--- config.mk ---
export PLATFORM = sky130hd
export DESIGN_NAME = wb_rr_arbiter
export DESIGN_NICKNAME = d
export VERILOG_FILES = /design/src/rtl/wb_arb_pkg.sv /design/src/rtl/rr_priority_pick.sv /design/src/rtl/wb_rr_arbiter.sv
export SDC_FILE = /design/constraint.sdc
export NUM_CORES = 1
export LEC_CHECK = 0
export CAP_MARGIN = 20
export CELL_PAD_IN_SITES_DETAIL_PLACEMENT = 1
export CELL_PAD_IN_SITES_GLOBAL_PLACEMENT = 1
export CORE_AREA = 2 2 206 208
export CTS_CLUSTER_DIAMETER = 40
export DETAILED_ROUTE_END_ITERATION = 12
export DIE_AREA = 0 0 208 210
export PLACE_DENSITY = 0.53
export SETUP_SLACK_MARGIN = 0.5
export SKIP_CTS_REPAIR_TIMING = 1
export SLEW_MARGIN = 5
export SYNTH_ARGS = -nofsm -noshare
export SYNTH_HDL_FRONTEND = slang
export SYNTH_SLANG_ARGS = --single-unit
--- constraint.sdc ---
create_clock -name wb_clk_i -period 3.5 [get_ports wb_clk_i]
set_input_delay 0.35 -clock wb_clk_i [delete_from_list [all_inputs] [get_ports wb_clk_i]]
set_output_delay 0.35 -clock wb_clk_i [all_outputs]
set_load 0.02 [all_outputs]
--- src/rtl/wb_arb_pkg.sv ---
`default_nettype none
// +-----------------------------------------------------------------------+
// | wb_arb_pkg                                                              |
// | Shared types and sizes for the Wishbone round-robin arbiter.            |
// | Rev 1.0                                                                 |
// +-----------------------------------------------------------------------+
package wb_arb_pkg;

  localparam int NMASTERS = 4;
  localparam int ID_W     = 2;
  localparam int CNT_W    = 8;

  typedef enum logic [1:0] {
    IDLE  = 2'd0,
    BUSY  = 2'd1,
    ABORT = 2'd2
  } arb_state_t;

endpackage
`default_nettype wire

--- src/rtl/rr_priority_pick.sv ---
`default_nettype none
// +-----------------------------------------------------------------------+
// | rr_priority_pick                                                        |
// | Rotating priority picker: first requester strictly after the last ID.   |
// | Rev 1.0                                                                 |
// +-----------------------------------------------------------------------+
module rr_priority_pick
  import wb_arb_pkg::*;
(
  input  logic [NMASTERS-1:0] i_req,
  input  logic [ID_W-1:0]     i_last_id,
  output logic [NMASTERS-1:0] o_grant,
  output logic [ID_W-1:0]     o_grant_id,
  output logic                o_valid
);

  logic [ID_W-1:0] w_idx;

  // Search order last+1, last+2, ... with the 2-bit sum wrapping 4 back to 1.
  always_comb begin
    o_grant    = '0;
    o_grant_id = '0;
    o_valid    = 1'b0;
    w_idx      = '0;
    for (int i = 1; i <= NMASTERS; i++) begin
      w_idx = i_last_id + ID_W'(i);
      if (!o_valid && i_req[w_idx]) begin
        o_valid        = 1'b1;
        o_grant_id     = w_idx;
        o_grant[w_idx] = 1'b1;
      end
    end
  end

endmodule
`default_nettype wire

--- src/rtl/wb_rr_arbiter.sv ---
`default_nettype none
// +-----------------------------------------------------------------------+
// | wb_rr_arbiter                                                           |
// | Four-master Wishbone arbiter: round-robin, cyc-locked, slave watchdog.  |
// | Rev 1.0                                                                 |
// +-----------------------------------------------------------------------+
module wb_rr_arbiter
  import wb_arb_pkg::*;
#(
  parameter int TIMEOUT    = 255,
  parameter int FIRST_PRIO = 1
) (
  input  logic        wb_clk_i,
  input  logic        wb_rst_n_i,

  input  logic        wb1_cyc_i,
  input  logic        wb1_stb_i,
  input  logic        wb1_we_i,
  input  logic [3:0]  wb1_sel_i,
  input  logic [31:0] wb1_adr_i,
  input  logic [31:0] wb1_dat_i,
  output logic [31:0] wb1_dat_o,
  output logic        wb1_ack_o,
  output logic        wb1_err_o,

  input  logic        wb2_cyc_i,
  input  logic        wb2_stb_i,
  input  logic        wb2_we_i,
  input  logic [3:0]  wb2_sel_i,
  input  logic [31:0] wb2_adr_i,
  input  logic [31:0] wb2_dat_i,
  output logic [31:0] wb2_dat_o,
  output logic        wb2_ack_o,
  output logic        wb2_err_o,

  input  logic        wb3_cyc_i,
  input  logic        wb3_stb_i,
  input  logic        wb3_we_i,
  input  logic [3:0]  wb3_sel_i,
  input  logic [31:0] wb3_adr_i,
  input  logic [31:0] wb3_dat_i,
  output logic [31:0] wb3_dat_o,
  output logic        wb3_ack_o,
  output logic        wb3_err_o,

  input  logic        wb4_cyc_i,
  input  logic        wb4_stb_i,
  input  logic        wb4_we_i,
  input  logic [3:0]  wb4_sel_i,
  input  logic [31:0] wb4_adr_i,
  input  logic [31:0] wb4_dat_i,
  output logic [31:0] wb4_dat_o,
  output logic        wb4_ack_o,
  output logic        wb4_err_o,

  output logic        wbs_cyc_o,
  output logic        wbs_stb_o,
  output logic        wbs_we_o,
  output logic [3:0]  wbs_sel_o,
  output logic [31:0] wbs_adr_o,
  output logic [31:0] wbs_dat_o,
  input  logic [31:0] wbs_dat_i,
  input  logic        wbs_ack_i,

  output logic [3:0]  grant_o
);

  // Reset "last" is FIRST_PRIO-1 in 1-based terms, 0 meaning master 4.
  localparam logic [ID_W-1:0]  c_reset_last = ID_W'((FIRST_PRIO + 2) % NMASTERS);
  localparam logic [CNT_W-1:0] c_timeout    = CNT_W'(TIMEOUT);

  logic [NMASTERS-1:0] w_cyc, w_stb, w_we;
  logic [3:0]          w_sel [NMASTERS];
  logic [31:0]         w_adr [NMASTERS];
  logic [31:0]         w_dat [NMASTERS];
  logic [NMASTERS-1:0] w_ack, w_err;

  assign w_cyc = {wb4_cyc_i, wb3_cyc_i, wb2_cyc_i, wb1_cyc_i};
  assign w_stb = {wb4_stb_i, wb3_stb_i, wb2_stb_i, wb1_stb_i};
  assign w_we  = {wb4_we_i,  wb3_we_i,  wb2_we_i,  wb1_we_i};
  assign w_sel[0] = wb1_sel_i;
  assign w_sel[1] = wb2_sel_i;
  assign w_sel[2] = wb3_sel_i;
  assign w_sel[3] = wb4_sel_i;
  assign w_adr[0] = wb1_adr_i;
  assign w_adr[1] = wb2_adr_i;
  assign w_adr[2] = wb3_adr_i;
  assign w_adr[3] = wb4_adr_i;
  assign w_dat[0] = wb1_dat_i;
  assign w_dat[1] = wb2_dat_i;
  assign w_dat[2] = wb3_dat_i;
  assign w_dat[3] = wb4_dat_i;

  assign {wb4_ack_o, wb3_ack_o, wb2_ack_o, wb1_ack_o} = w_ack;
  assign {wb4_err_o, wb3_err_o, wb2_err_o, wb1_err_o} = w_err;
  assign wb1_dat_o = wbs_dat_i;
  assign wb2_dat_o = wbs_dat_i;
  assign wb3_dat_o = wbs_dat_i;
  assign wb4_dat_o = wbs_dat_i;

  arb_state_t          r_state, w_state_nxt;
  logic [ID_W-1:0]     r_owner, r_last;
  logic [NMASTERS-1:0] r_grant;
  logic [CNT_W-1:0]    r_cnt;
  logic                r_err_pend;

  logic [NMASTERS-1:0] w_pick_grant;
  logic [ID_W-1:0]     w_pick_id;
  logic                w_pick_valid;
  logic                w_own_cyc, w_own_stb;

  assign w_own_cyc = w_cyc[r_owner];
  assign w_own_stb = w_stb[r_owner];

  rr_priority_pick u_pick (
    .i_req      (w_cyc),
    .i_last_id  (r_last),
    .o_grant    (w_pick_grant),
    .o_grant_id (w_pick_id),
    .o_valid    (w_pick_valid)
  );

  always_comb begin
    w_state_nxt = r_state;
    case (r_state)
      IDLE:    if (w_pick_valid) w_state_nxt = BUSY;
      BUSY: begin
        if (!w_own_cyc)
          w_state_nxt = IDLE;
        else if (w_own_stb && !wbs_ack_i && (r_cnt == c_timeout))
          w_state_nxt = ABORT;
      end
      ABORT:   if (!w_own_cyc) w_state_nxt = IDLE;
      default: w_state_nxt = IDLE;
    endcase
  end

  always_ff @(posedge wb_clk_i or negedge wb_rst_n_i) begin
    if (!wb_rst_n_i) begin
      r_state    <= IDLE;
      r_owner    <= '0;
      r_last     <= c_reset_last;
      r_grant    <= '0;
      r_cnt      <= '0;
      r_err_pend <= 1'b0;
    end else begin
      r_state    <= w_state_nxt;
      r_err_pend <= (r_state == BUSY) && (w_state_nxt == ABORT);
      if (r_state == IDLE && w_pick_valid) begin
        r_owner <= w_pick_id;
        r_last  <= w_pick_id;
        r_grant <= w_pick_grant;
      end
      // Watchdog only measures unacknowledged strobes inside a live tenure.
      if (r_state == BUSY && w_own_stb && !wbs_ack_i)
        r_cnt <= r_cnt + 1'b1;
      else
        r_cnt <= '0;
    end
  end

  always_comb begin
    wbs_cyc_o = 1'b0;
    wbs_stb_o = 1'b0;
    wbs_we_o  = 1'b0;
    wbs_sel_o = '0;
    wbs_adr_o = '0;
    wbs_dat_o = '0;
    w_ack     = '0;
    w_err     = '0;
    case (r_state)
      BUSY: begin
        wbs_cyc_o      = w_own_cyc;
        wbs_stb_o      = w_own_stb;
        wbs_we_o       = w_we[r_owner];
        wbs_sel_o      = w_sel[r_owner];
        wbs_adr_o      = w_adr[r_owner];
        wbs_dat_o      = w_dat[r_owner];
        w_ack[r_owner] = wbs_ack_i;
      end
      ABORT: begin
        wbs_we_o       = w_we[r_owner];
        wbs_sel_o      = w_sel[r_owner];
        wbs_adr_o      = w_adr[r_owner];
        wbs_dat_o      = w_dat[r_owner];
        w_err[r_owner] = r_err_pend;
      end
      default: ;
    endcase
  end

  assign grant_o = (r_state == IDLE) ? '0 : r_grant;

endmodule
`default_nettype wire

==> results.json, run 1 <==
{
  "ys_seq_area_share_pct": 10.5,
  "min_path_cells": 1,
  "grt_first_pass_wirelength_um": 38500,
  "synth_commonest_cells": "128 x buf_4, 73 x mux4_2, 71 x and2_1",
  "p_int_mw": 2.75,
  "htree_levels": 1,
  "syn-num-nets": 787,
  "required_ns": 3.15,
  "power.switching_mw": 2.35,
  "core_area_um2": 41500,
  "grt_pass1_vias": 5063,
  "path_max_fanout": 44,
  "area_growth_pct": 78.1,
  "synth-seq-cells": 19,
  "final_nets": 1016,
  "root_buffer": "clkbuf_16",
  "syn-cell-area_um2": 4560,
  "yosys.area.top_type": "mux4_2",
  "slew-limit-headroom_pct": 38.1,
  "drive_gt1_share_pct": 15.1,
  "finalWeightedCongestion": 0.779,
  "drv_slew": 0,
  "setup_viol": 0,
  "hold_class": "flop to flop",
  "drtIter0Drc": 204,
  "final.min_clock_period_ns": 2.86,
  "slowest_stage": "dfrtp_4",
  "yosysMostFrequentCell": "buf_4",
  "antenna_found_initial": 7,
  "grt_use_total_pct": 12.0,
  "critPathBufInv": 2,
  "final_util_pct": 19.6,
  "synthDistinctLibCells": 45,
  "cts.clk_slew.worst_paths_ns": 0.06,
  "drcViolationCount": 0,
  "dr.pass1.iters": 4,
  "cts_tree": "yes",
  "start_kind": "flop",
  "clkLatencyLatePin_ns": 0.25,
  "tns_ns": 0,
  "power_density_nw_per_um2": 628,
  "rsz0062_at_grt": "false",
  "crit_cells": 4,
  "grt-ovfl-total": 0,
  "vias_per_cell": 3.73,
  "async_flop_share_pct": 100,
  "crit_path_end_kind": "output pin",
  "worstPathArrival_ns": 2.51,
  "cts.sinks": 19,
  "timing.final.crit_share_pct": 81.7,
  "cts_buffers": 3,
  "syn-mean-instance-area_um2": 10.0,
  "crit_chain": "buf_12 > mux4_2 > and2_1 > clkdlybuf4s50_1",
  "io_pins": 530,
  "die-area_um2": 43700,
  "antenna_left": 0,
  "fin_skew_ns": 0.00550,
  "hold_viol_final": 0,
  "maxClockFrequency_ghz": 0.350,
  "synth_top_area_share_pct": 36.1,
  "status": "completed",
  "worst_pin_slew_ns": 0.926,
  "vias": 4570,
  "syn_inst": 455,
  "fp.dieH_um": 210,
  "maxCapViolCount": 0,
  "synth_area_leaders": "mux4_2 36%, buf_4 21%, and2_1 9.7%",
  "port-buffer-count": 369,
  "cpLargestDelayFamily": "buffers and inverters",
  "worstSetupPathType": "flop to output pin",
  "synth_warnings": 0,
  "clockBufferDepth": 2,
  "leakagePower_nw": 2.83,
  "clkPwrFrac_pct": 4.8,
  "grt_max_degree": 45,
  "post-dp-hpwl_um": 23700,
  "synth_ff_type": "dfrtp_1",
  "wl_per_cell_um": 22.8,
  "r2r_cells": 7,
  "peakVddDrop_mv": 0.289,
  "initial_utilization_pct": 11.0,
  "cp_slowest_stage_delay_ns": 0.68,
  "switching_share_pct": 46.1,
  "wl_um": 27900,
  "synth_edf_count": 0,
  "rows": 75,
  "pwr-share-comb_pct": 86.0,
  "pwr-share-seq_pct": 9.2,
  "die_w_um": 208
}
## placed cells by master (no fill, tap or decap), types with 4 or more instances in the layout
cell type,count
a21o_1,4
a21oi_1,7
a221oi_1,6
a22oi_1,5
and2_1,71
buf_12,4
buf_4,10
clkdlybuf4s50_1,368
dfrtp_1,15
ha_1,12
inv_1,9
mux4_2,73
nand2_1,8
nor2_1,23
nor2b_1,8
nor3_1,4
xor2_1,4
## routing by layer
metal,vias up,GRT usage [%],routed length (um)
met5,-,0,27
met4,4,1.27,251
met3,21,5.94,3230
met2,332,19.8,13200
met1,2230,14.5,11200
li1,1983,-,-
## stage by stage
step / total power, mW / instances / setup slack (ns) / area [um^2] / hold slack, ns
after floorplan: 3.06 / 455 / 1.22 / 4560 / 0.0544
after global placement: 4.91 / 1216 / 0.701 / 7990 / 0.480
after detailed placement: 4.91 / 1216 / 0.689 / 7990 / 0.493
after CTS: 5.19 / 1220 / 0.405 / 8070 / 0.501
after global routing: 5.50 / 1222 / 0.561 / 8110 / 0.521
final: 5.10 / 1225 / 0.642 / 8120 / 0.490
## cells by family (layout without fill, tap and decap cells)
group	count (synthesis)	in the layout	share of synthesized area, %
compound gates	37	37	6.12
simple gates	135	135	17.1
fa+ha+maj	13	13	3.57
other cells	0	3	0
mux	76	76	36.7
flops	19	19	10.5
xor+xnor	6	6	1.15
buf+inv	169	397	24.8
## sequential cells by signal, summed over array words and instances, names as in the netlist
name / cells
r_last: 2
r_owner: 2
r_state: 2
r_cnt: 8
r_err_pend: 1
r_grant: 4
## layout make-up
class / instances / area, um^2
clock inverter: 1 / 5.00
fill: 4777 / 33400
clock buffer: 3 / 75.1
inverter: 9 / 33.8
multi-input combinational: 267 / 2960
antenna: 3 / 7.51
tap: 539 / 674
sequential: 19 / 485
timing repair buffer: 384 / 3880
## worst paths after layout
check,startpoint,end,slack [ns]
worst max-delay path,r_owner[1],wbs_dat_o[31],0.64
worst min-delay path,r_cnt[0],r_cnt[0],0.49
worst max register to register,r_last[0],r_grant[2],0.93
worst min register to register,r_cnt[0],r_cnt[0],0.49
max in group asynchronous,wb_rst_n_i,r_owner[0],2.21
min in group asynchronous,wb_rst_n_i,r_grant[2],0.61
## power by group through the flow
| stage | clock [mW] | combinational, mW | sequential (mW) |
|---|---|---|---|
| 3_3_place_gp | 0 | 4.38 | 0.529 |
| 3_5_place_dp | 0 | 4.38 | 0.529 |
| 5_1_grt | 0.262 | 4.74 | 0.492 |
| 6_report | 0.243 | 4.39 | 0.470 |
| 2_1_floorplan | 0 | 2.73 | 0.338 |
| 4_1_cts | 0.249 | 4.42 | 0.527 |
Power figures use the tool's default switching activity.
==> inputs of run 2 (changes only) <==
- CORE_AREA: 2 2 206 208 -> 2 2 205 207
- DIE_AREA: 0 0 208 210 -> 0 0 207 209
- clock period: 3.5 -> 2.8 ns (I/O delays scaled with it)
==> run 2 against run 1 <==
Register-to-register slack got worse by 0.29 ns. Via count rose by 2.1%. Setup slack worse by 0.34 ns. Power is 31% higher. Core utilization grew 0.91 points. Clock power up 24%. Cell count rose by 1.4%. Highest routed layer unchanged.
==> results.json, run 2 (synthesis results as in run 1) <==
{
  "status": "completed",
  "grt_use_total_pct": 12.6,
  "final_cell_mix": "291 x clkdlybuf4s50_1, 73 x mux4_2, 69 x and2_1",
  "cpLargestDelayFamily": "buffers and inverters",
  "initial_utilization_pct": 11.0,
  "maxCapViolCount": 0,
  "tns_ns": 0,
  "root_buffer": "clkbuf_16",
  "cts_buffers": 3,
  "largest_register_ff_count": 8,
  "leakagePower_nw": 3.81,
  "grt_first_pass_wirelength_um": 39600,
  "path_max_fanout": 16,
  "wl_um": 29200,
  "drcViolationCount": 0,
  "slowest_stage": "mux4_2",
  "grt_max_degree": 44,
  "die_w_um": 207,
  "peakVddDrop_mv": 0.228,
  "vias_per_cell": 3.76,
  "final.min_clock_period_ns": 2.50,
  "p_int_mw": 3.62,
  "die-area_um2": 43300,
  "power_density_nw_per_um2": 791,
  "busiest_layer": "met2",
  "dr.pass1.iters": 4,
  "layout_commonest_cell": "clkdlybuf4s50_1",
  "crit_path_end_kind": "output pin",
  "path_common_cell": "buf_12",
  "area_growth_pct": 85.5,
  "clockBufferDepth": 2,
  "core_area_um2": 41300,
  "grtUsageMet1_pct": 15.5,
  "antenna_left": 0,
  "wl_per_cell_um": 23.5,
  "final_util_pct": 20.5,
  "worst_slack_ns": 0.303,
  "cts.sinks": 19,
  "drv_slew": 0,
  "worstPathArrival_ns": 2.22,
  "slew-limit-headroom_pct": 55.1,
  "cts_tree": "yes",
  "crit_chain": "buf_12 > buf_12 > buf_16 > mux4_2 > and2_1 > buf_4",
  "hold_class": "input pin to asynchronous set/reset pin",
  "setup.worst_path.start": "r_owner[0]",
  "vias": 4665,
  "cp_slowest_stage_delay_ns": 0.56,
  "htree_levels": 1,
  "fp.dieH_um": 209,
  "critPathBufInv": 4,
  "rr_startpoint": "r_last[0]",
  "antenna_found_initial": 3,
  "fin_skew_ns": 0.00491,
  "pwr-share-seq_pct": 6.9,
  "preCtsSetupSlack_ns": 0.222,
  "maxClockFrequency_ghz": 0.401,
  "worst_pin_slew_ns": 0.672,
  "start_kind": "flop",
  "power.switching_mw": 3.07,
  "clkLatencyLatePin_ns": 0.25,
  "setup_viol": 0,
  "io_pins": 530,
  "switching_share_pct": 45.9,
  "rsz0062_at_grt": "true",
  "r2r_cells": 6,
  "post-dp-hpwl_um": 24900,
  "use_met3_pct": 7.00,
  "placed_cell_area_um2": 8000,
  "rows": 75,
  "finalWeightedCongestion": 0.796,
  "top_regs": "r_cnt x8, r_grant x4",
  "worstSetupPathType": "flop to output pin",
  "final_nets": 1035,
  "port-buffer-count": 369,
  "drtIter0Drc": 167,
  "use_met2_pct": 19.6,
  "postLayoutCellArea_um2": 8460,
  "required_ns": 2.52,
  "grt_pass1_vias": 5012,
  "crit_cells": 6,
  "hold_viol_final": 0,
  "grt-ovfl-total": 0,
  "max_flop_register": "r_cnt",
  "clkPwrFrac_pct": 4.5,
  "timing.final.crit_share_pct": 89.2,
  "drive_gt1_share_pct": 20.8,
  "cts.clk_slew.worst_paths_ns": 0.06,
  "pwr-share-comb_pct": 88.6,
  "whs_ns": 0.434
}
==> run 2: cell types whose count changed in the layout (fill, tap and decap cells not counted), moves of 3 or more <==
cell             delta
buf_4              +29
clkdlybuf4s50_1    -77
dlymetal6s2s_1     +56
buf_12              +3
==> run 2: metrics by stage <==
stage	power, mW	cells
floorplan	3.83	455
global placement	6.23	1223
detailed placement	6.21	1223
CTS	6.57	1227
global route	7.22	1242
finish	6.69	1242
==> run 2: final timing paths <==
check / to / slack, ns
max: wbs_dat_o[28] / 0.30
min: r_cnt[2] / 0.43
max reg2reg: r_owner[1] / 0.64
min reg2reg: r_cnt[0] / 0.48
max in group asynchronous: r_cnt[7] / 1.81
min in group wb_clk_i: r_cnt[0] / 0.48
==> run 2: area by class of cell <==
type                    count  area [um^2]
fillers                  4767        32800
repair buffers            403         4210
flip-flops and latches     19          485
clock buffers               3         75.1
multi-input cells         267         2970
clock inverters             1         7.51
diodes                      1         2.50
inverters                   9         33.8
well taps                 539          674
==> run 2: routing by layer <==
metal	wire (um)	share of wire [%]	vias up
met1	12000	41	2287
met5	9	0.031	-
met4	203	0.70	2
met2	13300	45	348
li1	-	-	2015
met3	3650	13	13
==> run 2: power by group through the flow <==
stage	Clock [mW]	Sequential [mW]	Combinational, mW
after CTS	0.314	0.535	5.72
final	0.301	0.461	5.93
after detailed placement	0	0.541	5.67
after global routing	0.321	0.476	6.42
after floorplan	0	0.422	3.41
after global placement	0	0.538	5.69
==> run 2: worst register-to-register path: stages (launching register included) <==
cell      delay, ns
dfstp_2        0.65
buf_4          0.22
mux4_2         0.55
o211ai_1       0.11
o221ai_1       0.16
a31oi_1        0.28
a21o_1         0.12
